$ cat src/rtl/hls_shared_sched.sv
// Purpose : j = a+b+c+d and l = e*f*g over DATA_W bits using one shared adder and one shared multiplier.
// Latency : Start accepted at edge T; results and a one-cycle Done appear at edge T+3. One result every 4 cycles.
// Backpr. : Start is sampled only in IDLE or FINAL. It is ignored while Busy, and nothing is queued.
//
// Ports:
//   Clk, Rst        rising-edge clock, asynchronous active-low reset
//   Start           request; operands a..g are captured when it is accepted
//   a..g            signed DATA_W operands
//   Busy            high while computing (S1..S3)
//   Done            high for the single FINAL cycle
//   j, l            registered sum and product results; held until the next S3
module hls_shared_sched #(
  parameter int DATA_W = 16
) (
  input  logic                     Clk,
  input  logic                     Rst,
  input  logic                     Start,
  input  logic signed [DATA_W-1:0] a,
  input  logic signed [DATA_W-1:0] b,
  input  logic signed [DATA_W-1:0] c,
  input  logic signed [DATA_W-1:0] d,
  input  logic signed [DATA_W-1:0] e,
  input  logic signed [DATA_W-1:0] f,
  input  logic signed [DATA_W-1:0] g,
  output logic                     Busy,
  output logic                     Done,
  output logic signed [DATA_W-1:0] j,
  output logic signed [DATA_W-1:0] l
);

  typedef enum logic [2:0] {
    IDLE  = 3'd0,
    S1    = 3'd1,
    S2    = 3'd2,
    S3    = 3'd3,
    FINAL = 3'd4
  } state_t;

  state_t state;

  // Captured operands and intermediate results.
  logic signed [DATA_W-1:0] ra, rb, rc, rd, re, rf, rg;
  logic signed [DATA_W-1:0] h, i, k, m;

  // Inputs and outputs of the shared adder and multiplier.
  logic signed [DATA_W-1:0] add_x, add_y, add_res;
  logic signed [DATA_W-1:0] mul_x, mul_y, mul_res;

  logic accept;

  assign accept = Start && ((state == IDLE) || (state == FINAL));

  // Each state selects the operands of the shared units. In S3 only the
  // adder is needed; the product is already complete in m.
  always_comb begin
    add_x = '0;
    add_y = '0;
    mul_x = '0;
    mul_y = '0;
    case (state)
      S1: begin
        add_x = ra; add_y = rb;
        mul_x = re; mul_y = rf;
      end
      S2: begin
        add_x = h;  add_y = rc;
        mul_x = k;  mul_y = rg;
      end
      S3: begin
        add_x = i;  add_y = rd;
      end
      default: ;
    endcase
  end

  // Results are sized to DATA_W, so both units wrap. The low DATA_W bits of a
  // product do not depend on whether the operands are treated as signed.
  assign add_res = add_x + add_y;
  assign mul_res = mul_x * mul_y;

  always_ff @(posedge Clk or negedge Rst) begin
    if (!Rst) begin
      state <= IDLE;
      ra <= '0; rb <= '0; rc <= '0; rd <= '0;
      re <= '0; rf <= '0; rg <= '0;
      h  <= '0; i  <= '0; k  <= '0; m  <= '0;
      j  <= '0; l  <= '0;
    end else begin
      case (state)
        IDLE:  if (Start) state <= S1;
        S1: begin
          h <= add_res;
          k <= mul_res;
          state <= S2;
        end
        S2: begin
          i <= add_res;
          m <= mul_res;
          state <= S3;
        end
        S3: begin
          j <= add_res;
          l <= m;
          state <= FINAL;
        end
        FINAL: state <= Start ? S1 : IDLE;
        default: state <= IDLE;
      endcase
      // Operands are only captured on acceptance. Later input changes cannot
      // reach the running computation.
      if (accept) begin
        ra <= a; rb <= b; rc <= c; rd <= d;
        re <= e; rf <= f; rg <= g;
      end
    end
  end

  // Moore outputs decoded from the state register. A combinational decode
  // lets an asynchronous reset clear them immediately.
  assign Busy = (state == S1) || (state == S2) || (state == S3);
  assign Done = (state == FINAL);

endmodule

$ cat config.mk
export PLATFORM = sky130hd
export DESIGN_NAME = hls_shared_sched
export DESIGN_NICKNAME = d
export VERILOG_FILES = /design/src/rtl/hls_shared_sched.sv
export SDC_FILE = /design/constraint.sdc
export NUM_CORES = 1
export LEC_CHECK = 0
export CAP_MARGIN = 20
export CORE_ASPECT_RATIO = 0.5
export CORE_UTILIZATION = 40
export CTS_CLUSTER_SIZE = 10
export DETAILED_ROUTE_END_ITERATION = 12
export PLACE_DENSITY_LB_ADDON = 0.05
export SYNTH_ARGS = -nofsm -noshare
export SYNTH_HDL_FRONTEND = slang
export SYNTH_SLANG_ARGS = --single-unit
$ cat constraint.sdc
create_clock -name Clk -period 8.46 [get_ports Clk]
set_clock_uncertainty 0.1 [all_clocks]
set_input_delay 1.692 -clock Clk [delete_from_list [all_inputs] [get_ports Clk]]
set_output_delay 1.692 -clock Clk [all_outputs]
set_load 0.02 [all_outputs]
==> results of run 1 <==
cells in the mapped netlist (4+ instances only):
cell        n  area (µm²)
o31ai_1     8        60.1
and2_1      7        43.8
xor2_1     12         105
nor3_1      9        45.0
inv_1     144         541
a21o_1     15         113
buf_6       6        67.6
nand3_1    18        90.1
or2_2       8        50.1
nand2_1   232         871
ha_1       76         951
xnor3_1     5         113
nand2b_1    7        43.8
a221oi_1    5        43.8
mux2i_1    30         300
a221oi_2    6        90.1
and3_1      4        25.0
a211o_1     4        35.0
nor3b_1     4        30.0
xnor2_1    28         245
o21ai_0    65         325
fa_1       80        1600
buf_2      12        60.1
nor2_1    143         537
a22oi_1     5        37.5
nor2b_1     8        50.1
dfrtp_1   211        5280
mux2_2    114        1280
a21oi_1    62         310
buf_1       9        33.8
clkbuf_1   46         173
and3b_1     4        35.0
nand3b_1   38         285
o21ai_1     5        25.0
o21a_1      5        37.5
routing by layer:
metal / part of all wire / vias to the layer above / GRT usage
met5: 0.00033 / - / 0
met4: 0.019 / 2 / 0.0477
met3: 0.048 / 52 / 0.0385
met2: 0.47 / 217 / 0.376
met1: 0.46 / 5383 / 0.300
li1: - / 5121 / -
worst paths after layout:
check	slack (ns)	cells after the start	endpoint
worst max-delay path	1.18	21	k[15]
worst min register to register	0.37	2	l[10]
worst max register to register	1.18	21	k[15]
worst min-delay path	0.37	2	l[10]
min in group asynchronous	1.08	1	rc[4]
max in group asynchronous	5.73	2	state[1]
per-stage QoR:
stage	instance area (µm²)	worst slack (ns)	utilization	hold WS, ns	instances
detailed placement	16300	1.16	0.466	0.361	2048
CTS	17000	1.15	0.486	0.373	2079
global placement	16300	1.36	0.466	0.354	2048
finish	17000	1.18	0.486	0.368	2079
global route	17000	0.718	0.486	0.387	2079
floorplan	14500	1.87	-	0.338	1486
final cells by class:
type	instances	share of cell area
Clock buffer	29	0.0383
Tap cell	475	0.0350
Inverter	146	0.0322
Sequential cell	211	0.311
Multi-Input combinational cell	1052	0.488
Clock inverter	2	0.00169
Timing Repair Buffer	164	0.0944
worst min-delay path, stage by stage, from the launching register on:
cell and delay (ns):
dfrtp_1 0.34, nand2_1 0.05, nand2_1 0.05
report_power, final:
group | switching (mW) | leakage, nW | internal (mW)
logic | 2.33 | 4.85 | 1.53
clock network | 0.420 | 0.333 | 0.538
registers | 0.325 | 2.61 | 1.48
cell families after synthesis:
logic type	Yosys count	synth area share
and+or+nand+nor	497	0.156
AOI/OAI and AO/OA	208	0.0944
muxes	144	0.109
xor gates and xnor gates	47	0.0348
DFF	211	0.365
buffers and inverters	223	0.0636
adders and majority gates	156	0.176
==> results.md, run 1 <==
* Total die area at about 37000 µm²
* Antenna-violating nets left at 0
* Most common cell after layout, fill and taps aside: nand2_1
* Worst skew pair latency at 0.55 ns
* Vias at between 10000 and 15000
* Dpl hpwl at just over 30 mm
* Final period utilization at 0.861
* Critical Path Source: state[1]
* Hold Crit Start: m[10]
* Vias/cell at around 5.2
* Synth cell types at 67
* Seq/Total Area, Yosys at 0.365
* Initial antenna violation count at 3
* Leakage at 7.80 nW
* Outcome: finished, final reports clean
* PD cells at 390 nW/µm²
* Cts bufs inserted at 25
* Design Power at ~6.6 mW
* H-tree depth at 1
* Critical Path Max Stage Delay at ~0.76 ns
* Min cycle time layout at 7.28 ns
* # clock sinks at roughly 210
* Most used cell, CP: fa_1
* Core area at between 30000 and 40000 µm²
* Max Slew Vio Count at 0
* Synthesized area per cell at 9.74 µm²
* Total of max-cap violations at 0
* WP data required at just under 9 ns
* Root Buffer: clkbuf_16
* DR iter-0 viols at a little under 600
* TritonRoute pass-1 iters at 5
* Most frequent cells in the layout: nand2_1, dfrtp_1, clkdlybuf4s50_1
* Worst path bufs/invs at 5
* Maximum VDD drop at about 240 µV
* Fmax at 137 MHz
* Arr. time, crit path at roughly 7.7 ns
* WL final at roughly 40 mm
* DRC at 0
* Port-buffer cells at roughly 150
* CP Class: flop to flop
* Clock buffer depth at 3
* Hold Buf Count CTS at 0
* Global Route Usage Sum at 0.223
* Syn Inst Count at approximately 1500
* Syn nets at between 1500 and 2000
* RSZ-0062 raised after global routing: no
* Final Wtd Congestion at 0.925
* Predominant post-synthesis flop cell: dfrtp_1
* Min-Delay Path Class: flop to flop
* WL per Instance at 19.1 µm
* Vert. Die Dim at 136 µm
* Post-CTS setup buffers at 0
* Max transition margin at 0.349
* I/O pin count at ~150
* Cell family with most CP delay: adder cells
* Crit. End Element: flop
* Antenna Cells at 0
* Reg area at 5290 µm²
* Layout cell share with drive strength beyond 1 at 0.122
* Resized Gates After CTS at 0
* Crit-path cells: buf_4 -> and3b_1 -> o21ai_0 -> nor2_1 -> fa_1 -> inv_1 -> fa_1 -> fa_1 -> fa_1 -> inv_1 -> fa_1 -> inv_1 -> fa_1 -> inv_1 -> ha_1 -> a21o_1 -> a221oi_1 -> o21ai_0 -> nor3b_1 -> mux2i_1 -> o21ai_1
* Die Wd at roughly 270 µm
* Startpoint types: flop
* Post-synth EDFFs at 0
* Worst-Margin Slew at ~0.98 ns
* GR Overflow Total at 0
* Setup TNS at 0 ns
* Initial Util at 0.413
* Async S/R FF share, synth at 1.00
* Area of the multi-input gates at 8290 µm²
* Ys Warns at 0
* Clock slew at reported path FFs at 0.06 ns
* Vias in the first global route at 11342
* Nets@finish at between 1500 and 2000
* Largest net degree at the start of global routing at 92
* Filler cell count at roughly 3300
* Worst R2R Start: state[1]
* Critical-path top delay cell: dfrtp_2
* Synth Cell Area at about 14000 µm²
* Final Hold Fails at 0
* Finish-stage setup viols at 0
* Crit-path max FO at 38
* # rows at 48
* First-pass GRT wire length at ~64 mm
* Flops & latches, synth at roughly 210
* CTS tree: built
* Area grow syn2layout at 17.5%
Power figures use the tool's default switching activity.
==> run 2: changes to the inputs <==
--- a/config.mk
+++ b/config.mk
@@ -11,6 +11,7 @@
 export CTS_CLUSTER_SIZE = 10
 export DETAILED_ROUTE_END_ITERATION = 12
 export PLACE_DENSITY_LB_ADDON = 0.05
+export RECOVER_POWER = 50
 export SYNTH_ARGS = -nofsm -noshare
 export SYNTH_HDL_FRONTEND = slang
 export SYNTH_SLANG_ARGS = --single-unit
==> run 2 against run 1 <==
Compared with the run above: the flow now finishes with violations (capacitance limit, slew limit); global-route usage is the same; worst hold slack is essentially flat; register-to-register slack worse by 0.07 ns; first-iteration DRC count fell by 2.3%; power barely moved; setup slack worse by 0.067 ns; fmax fell by 0.92%; critical path type unchanged; critical endpoint unchanged.
==> results.md, run 2 (same netlist as run 1, synthesis figures left out) <==
* Outcome: finished with violations
* Violated checks: capacitance limit, slew limit
* Hold Path End: l[8]
* First-pass GRT wire length at around 64 mm
* H-tree depth at 1
* Clock buffer depth at 3
* Cts bufs inserted at 25
* Vert. Die Dim at ~140 µm
* DR iter-0 viols at between 500 and 600
* GR Overflow Total at 0
* Hold Crit Start: m[8]
* Most frequent cells in the layout: nand2_1, dfrtp_1, clkdlybuf4s50_1
* Hold Buf Count CTS at 0
* Min cycle time layout at ~7.3 ns
* Leakage at between 7 and 8 nW
* Filler cell count at roughly 3300
* Final period utilization at 0.869
* Finish-stage setup viols at 0
* Root Buffer: clkbuf_16
* Startpoint types: flop
* Initial antenna violation count at 3
* TritonRoute pass-1 iters at 6
* R2R setup slack at approximately 1.1 ns
* Global Route Usage Sum at 0.223
* Final Hold Fails at 0
* Total of max-cap violations at 5
* # rows at 48
* WP data required at ~8.7 ns
* Worst-Margin Slew at 4.87 ns
* Resized Gates After CTS at 0
* CP Class: flop to flop
* DRC at 0
* PD cells at about 390 nW/µm²
* Hold slack at between 0.3 and 0.4 ns
* Total die area at 37000 µm²
* Crit. End Element: flop
* Setup TNS at 0 ns
* Layout cell share with drive strength beyond 1 at 0.120
* Design Power at 6.63 mW
* Hold path depth at 2
* Nets@finish at between 1500 and 2000
* Vias/cell at 5.19
* Most common cell after layout, fill and taps aside: nand2_1
* Arr. time, crit path at approximately 7.6 ns
* Largest net degree at the start of global routing at 92
* Max Slew Vio Count at between 300 and 400
* Final Wtd Congestion at ~0.92
* Min-Delay Path Class: flop to flop
* RSZ-0062 raised after global routing: no
* WL per Instance at ~19 µm
* Port-buffer cells at around 150
* I/O pin count at roughly 150
* Antenna Cells at 0
* Max transition margin at -2.25
* Area grow syn2layout at 17.3%
* Vias in the first global route at roughly 11000
* Dpl hpwl at 30.3 mm
* Post-CTS setup buffers at 0
* Vias at ~11000
* R2r worst-path depth at 19
* Core area at 35000 µm²
* RR Endpoint: k[15]
* WL final at ~40 mm
* CTS tree: built
* Fmax at 136 MHz
* Crit-path max FO at 38
* Worst R2R Start: state[1]
* Antenna-violating nets left at 0
* Die Wd at between 200 and 300 µm
* # clock sinks at 211
* Clock slew at reported path FFs at around 0.060 ns
* Worst skew pair latency at roughly 0.55 ns
* Maximum VDD drop at 240 µV
* Initial Util at 0.413
## run 2: worst max-delay path, cell delays in order (launching register included)
cell and delay (ns):
dfrtp_2 0.76, buf_4 0.35, and3b_1 0.21, o21ai_0 0.60, nor2_1 0.16, fa_1 0.52
fa_1 0.40, inv_1 0.08, fa_1 0.44, fa_1 0.53, fa_1 0.53, fa_1 0.45
xnor2_1 0.19, xnor2_1 0.11, xnor2_1 0.34, xnor3_1 0.46, xnor3_1 0.44, nor3b_1 0.18
mux2i_1 0.18, o21ai_1 0.08
## run 2: area by class of cell
type | count | area, µm² | area share
Clock buffer | 29 | 651 | 0.0383
Multi-Input combinational cell | 1052 | 8280 | 0.488
Inverter | 146 | 548 | 0.0323
Clock inverter | 2 | 28.8 | 0.00170
Timing Repair Buffer | 164 | 1590 | 0.0935
Tap cell | 475 | 594 | 0.0350
Sequential cell | 211 | 5290 | 0.311
## run 2: worst max path at each step
| stage | from | to | slack, ns | depth (start not counted) |
|---|---|---|---|---|
| 6_report | state[1] | k[15] | 1.11 | 19 |
| 5_1_grt | Rst | state[1] | 0.54 | 2 |
| 4_1_cts | state[0] | k[15] | 1.15 | 20 |
| 3_5_place_dp | state[0] | m[15] | 1.16 | 20 |
| 3_3_place_gp | state[0] | k[15] | 1.36 | 20 |
| 2_1_floorplan | state[2] | m[15] | 1.87 | 21 |
## run 2: stage by stage
step / cells / utilization / area, µm² / setup slack [ns]
after floorplan: 1486 / - / 14500 / 1.87
after global placement: 2048 / 0.466 / 16300 / 1.36
after detailed placement: 2048 / 0.466 / 16300 / 1.16
after CTS: 2079 / 0.486 / 17000 / 1.15
after global routing: 2079 / 0.485 / 17000 / 0.538
final: 2079 / 0.485 / 17000 / 1.11
## run 2: power by group
group          leakage (nW)  internal [mW]  switching (mW)
clock                 0.333          0.538           0.419
sequential             2.61           1.48           0.324
combinational          4.84           1.54            2.32
## run 2: layer usage
metal / vias up / wire length, µm / GRT usage
li1: 5125 / - / -
met1: 5379 / 18000 / 0.300
met3: 54 / 1950 / 0.0385
met5: - / 13 / 0
met2: 220 / 18900 / 0.376
met4: 2 / 765 / 0.0477
==> run 3: changes to the inputs <==
--- a/config.mk
+++ b/config.mk
@@ -10,6 +10,7 @@
 export CORE_UTILIZATION = 40
 export CTS_CLUSTER_SIZE = 10
 export DETAILED_ROUTE_END_ITERATION = 12
+export MAX_ROUTING_LAYER = met4
 export PLACE_DENSITY_LB_ADDON = 0.05
 export RECOVER_POWER = 50
 export SYNTH_ARGS = -nofsm -noshare
==> run 3 against run 2 <==
Compared with the run above: the flow still finishes with violations (capacitance limit, slew limit); clock-buffer cell count up 1; sequential share of layout area down 0.060 points; design area up 0.19%; die area unchanged; fmax down 1.5%; utilization up 0.093 points; non-clock buffer count up 4; largest cell class unchanged; largest power group unchanged; highest routed layer is now met4.
==> results.md, run 3 (same netlist as run 1, synthesis figures left out) <==
* Port-buffer cells at around 150
* Hold Crit Start: m[1]
* RR Endpoint: k[15]
* Most used cell, CP: fa_1
* Startpoint types: flop
* Met2 Track Usage GR at 0.370
* Core area at between 30000 and 40000 µm²
* WP data required at 8.82 ns
* Most frequent cells in the layout: nand2_1, dfrtp_1, clkdlybuf4s50_1
* Post-Layout Inst Area at ~17000 µm²
* Die Wd at between 200 and 300 µm
* Setup TNS at 0 ns
* Internal power at between 3 and 4 mW
* Finish-stage setup viols at 0
* Violated checks: capacitance limit, slew limit
* Outcome: finished with violations
* Worst skew pair latency at about 0.55 ns
* Initial antenna violation count at 0
* Total die area at around 37000 µm²
* Critical Path Max Stage Delay at between 1 and 1.5 ns
* R2r worst-path depth at 19
* WL final at slightly above 40 mm
* Final Hold Fails at 0
* Maximum VDD drop at around 190 µV
* Met1 Usage GRT at 0.321
* Setup WS pre-CTS at 1.14 ns
* Post-CTS setup buffers at 0
* Crit-path cells: and2b_1 -> a32oi_1 -> or2_2 -> fa_1 -> fa_1 -> inv_1 -> fa_1 -> inv_1 -> fa_1 -> fa_1 -> fa_1 -> inv_1 -> ha_1 -> o2111a_1 -> a221oi_1 -> o21ai_0 -> nor3b_1 -> mux2i_1 -> o21ai_1
* Initial Util at 0.413
* DR iter-0 viols at about 740
* Worst-Margin Slew at between 3 and 4 ns
* Hold path depth at 2
* Hold Buf Count CTS at 0
* Cts bufs inserted at 25
* Sw Ratio at 0.461
* GR Overflow Total at 0
* CTS tree: built
* PD cells at approximately 400 nW/µm²
* Layout cell share with drive strength beyond 1 at 0.121
* Switching power at about 3.1 mW
* Largest net degree at the start of global routing at 76
* Vias in the first global route at around 11000
* Root Buffer: clkbuf_16
* Dpl hpwl at between 30 and 40 mm
* Resized Gates After CTS at 0
* Leakage at 7.81 nW
* Global Route Usage Sum at 0.234
* CP Class: flop to flop
* Clock Power Share at 0.145
* Sequential share of power at 0.273
* R2R setup slack at 1.0 ns
* Area grow syn2layout at 17.6%
* Clock slew at reported path FFs at approximately 0.060 ns
* TritonRoute pass-1 iters at 5
* Arr. time, crit path at slightly below 8 ns
* Hold Path End: l[1]
* Most Crowded Layer GR: met2
* DRC at 0
* Design Power at 6.66 mW
* Nets@finish at roughly 1900
* I/O pin count at approximately 150
* Antenna-violating nets left at 0
* Setup ws final at around 1.0 ns
* Most common cell after layout, fill and taps aside: nand2_1
* Max Slew Vio Count at approximately 420
* Vias at 10852
* Min-Delay Path Class: flop to flop
* Antenna Cells at 0
* H-tree depth at 1
* Clock buffer depth at 3
* # clock sinks at 211
* Global Route met3 Usage at 0.0297
* Vert. Die Dim at between 100 and 150 µm
* Placed cell area at between 15000 and 20000 µm²
* First-pass GRT wire length at between 60 and 70 mm
* Crit. End Element: flop
* Min cycle time layout at 7.46 ns
* Final period utilization at 0.882
* RSZ-0062 raised after global routing: no
* Vias/cell at ~5.2
* # rows at 48
* Final Wtd Congestion at just over 0.9
* Crit-path max FO at 55
* Critical-path top delay cell: dfrtp_2
* Fmax at 134 MHz
* WL per Instance at 19.3 µm
* Combinational share of power at 0.582
* Max transition margin at -1.61
* Worst R2R Start: state[1]
* Total of max-cap violations at 7
==> run 3: worst max-delay path by stage <==
stage                     slack [ns]  depth (start not counted)      from     to
final                            1.0                         19  state[1]  k[15]
after CTS                       1.15                         20  state[1]  m[15]
after detailed placement        1.14                         20  state[1]  m[15]
after global placement          1.24                         20  state[1]  k[15]
after global routing            0.56                         19  state[1]  m[15]
after floorplan                 1.87                         21  state[2]  m[15]
==> run 3: power groups by stage <==
stage	registers [mW]	logic, mW	clock network (mW)
after floorplan	1.74	2.73	0
after global placement	1.82	3.84	0
after detailed placement	1.84	3.88	0
after CTS	1.82	3.91	0.996
after global routing	1.88	4.32	1.04
final	1.82	3.88	0.968
==> run 3: metal layers <==
metal	up-vias	wire length (µm)
li1	5127	-
met1	5473	19500
met2	201	18500
met3	51	1560
met4	0	841
met5	-	0
==> run 3: final cells by class <==
| cell class | instances | area, µm² |
|---|---|---|
| flip-flops and latches | 211 | 5290 |
| inverters | 146 | 548 |
| clock buffers | 30 | 664 |
| repair buffers | 168 | 1610 |
| multi-input cells | 1052 | 8280 |
| fillers | 3332 | 18000 |
| well taps | 475 | 594 |
| clock inverters | 2 | 25.0 |
==> run 3: metrics by stage <==
step                hold slack [ns]   util  cells
finish                        0.371  0.486   2084
detailed placement            0.360  0.467   2052
floorplan                     0.338      -   1486
global placement              0.356  0.467   2052
global route                  0.389  0.486   2084
CTS                           0.376  0.487   2084
==> run 3: critical path: cells and delay by family, from the launching register on <==
family,cells,cell delay (ns)
AO/OA/AOI/OAI,5,1.24
adder cells (fa/ha/maj),7,3.40
buffers and inverters,3,0.17
flip-flops,1,1.06
multiplexers,1,0.11
AND/OR/NAND/NOR,3,1.28
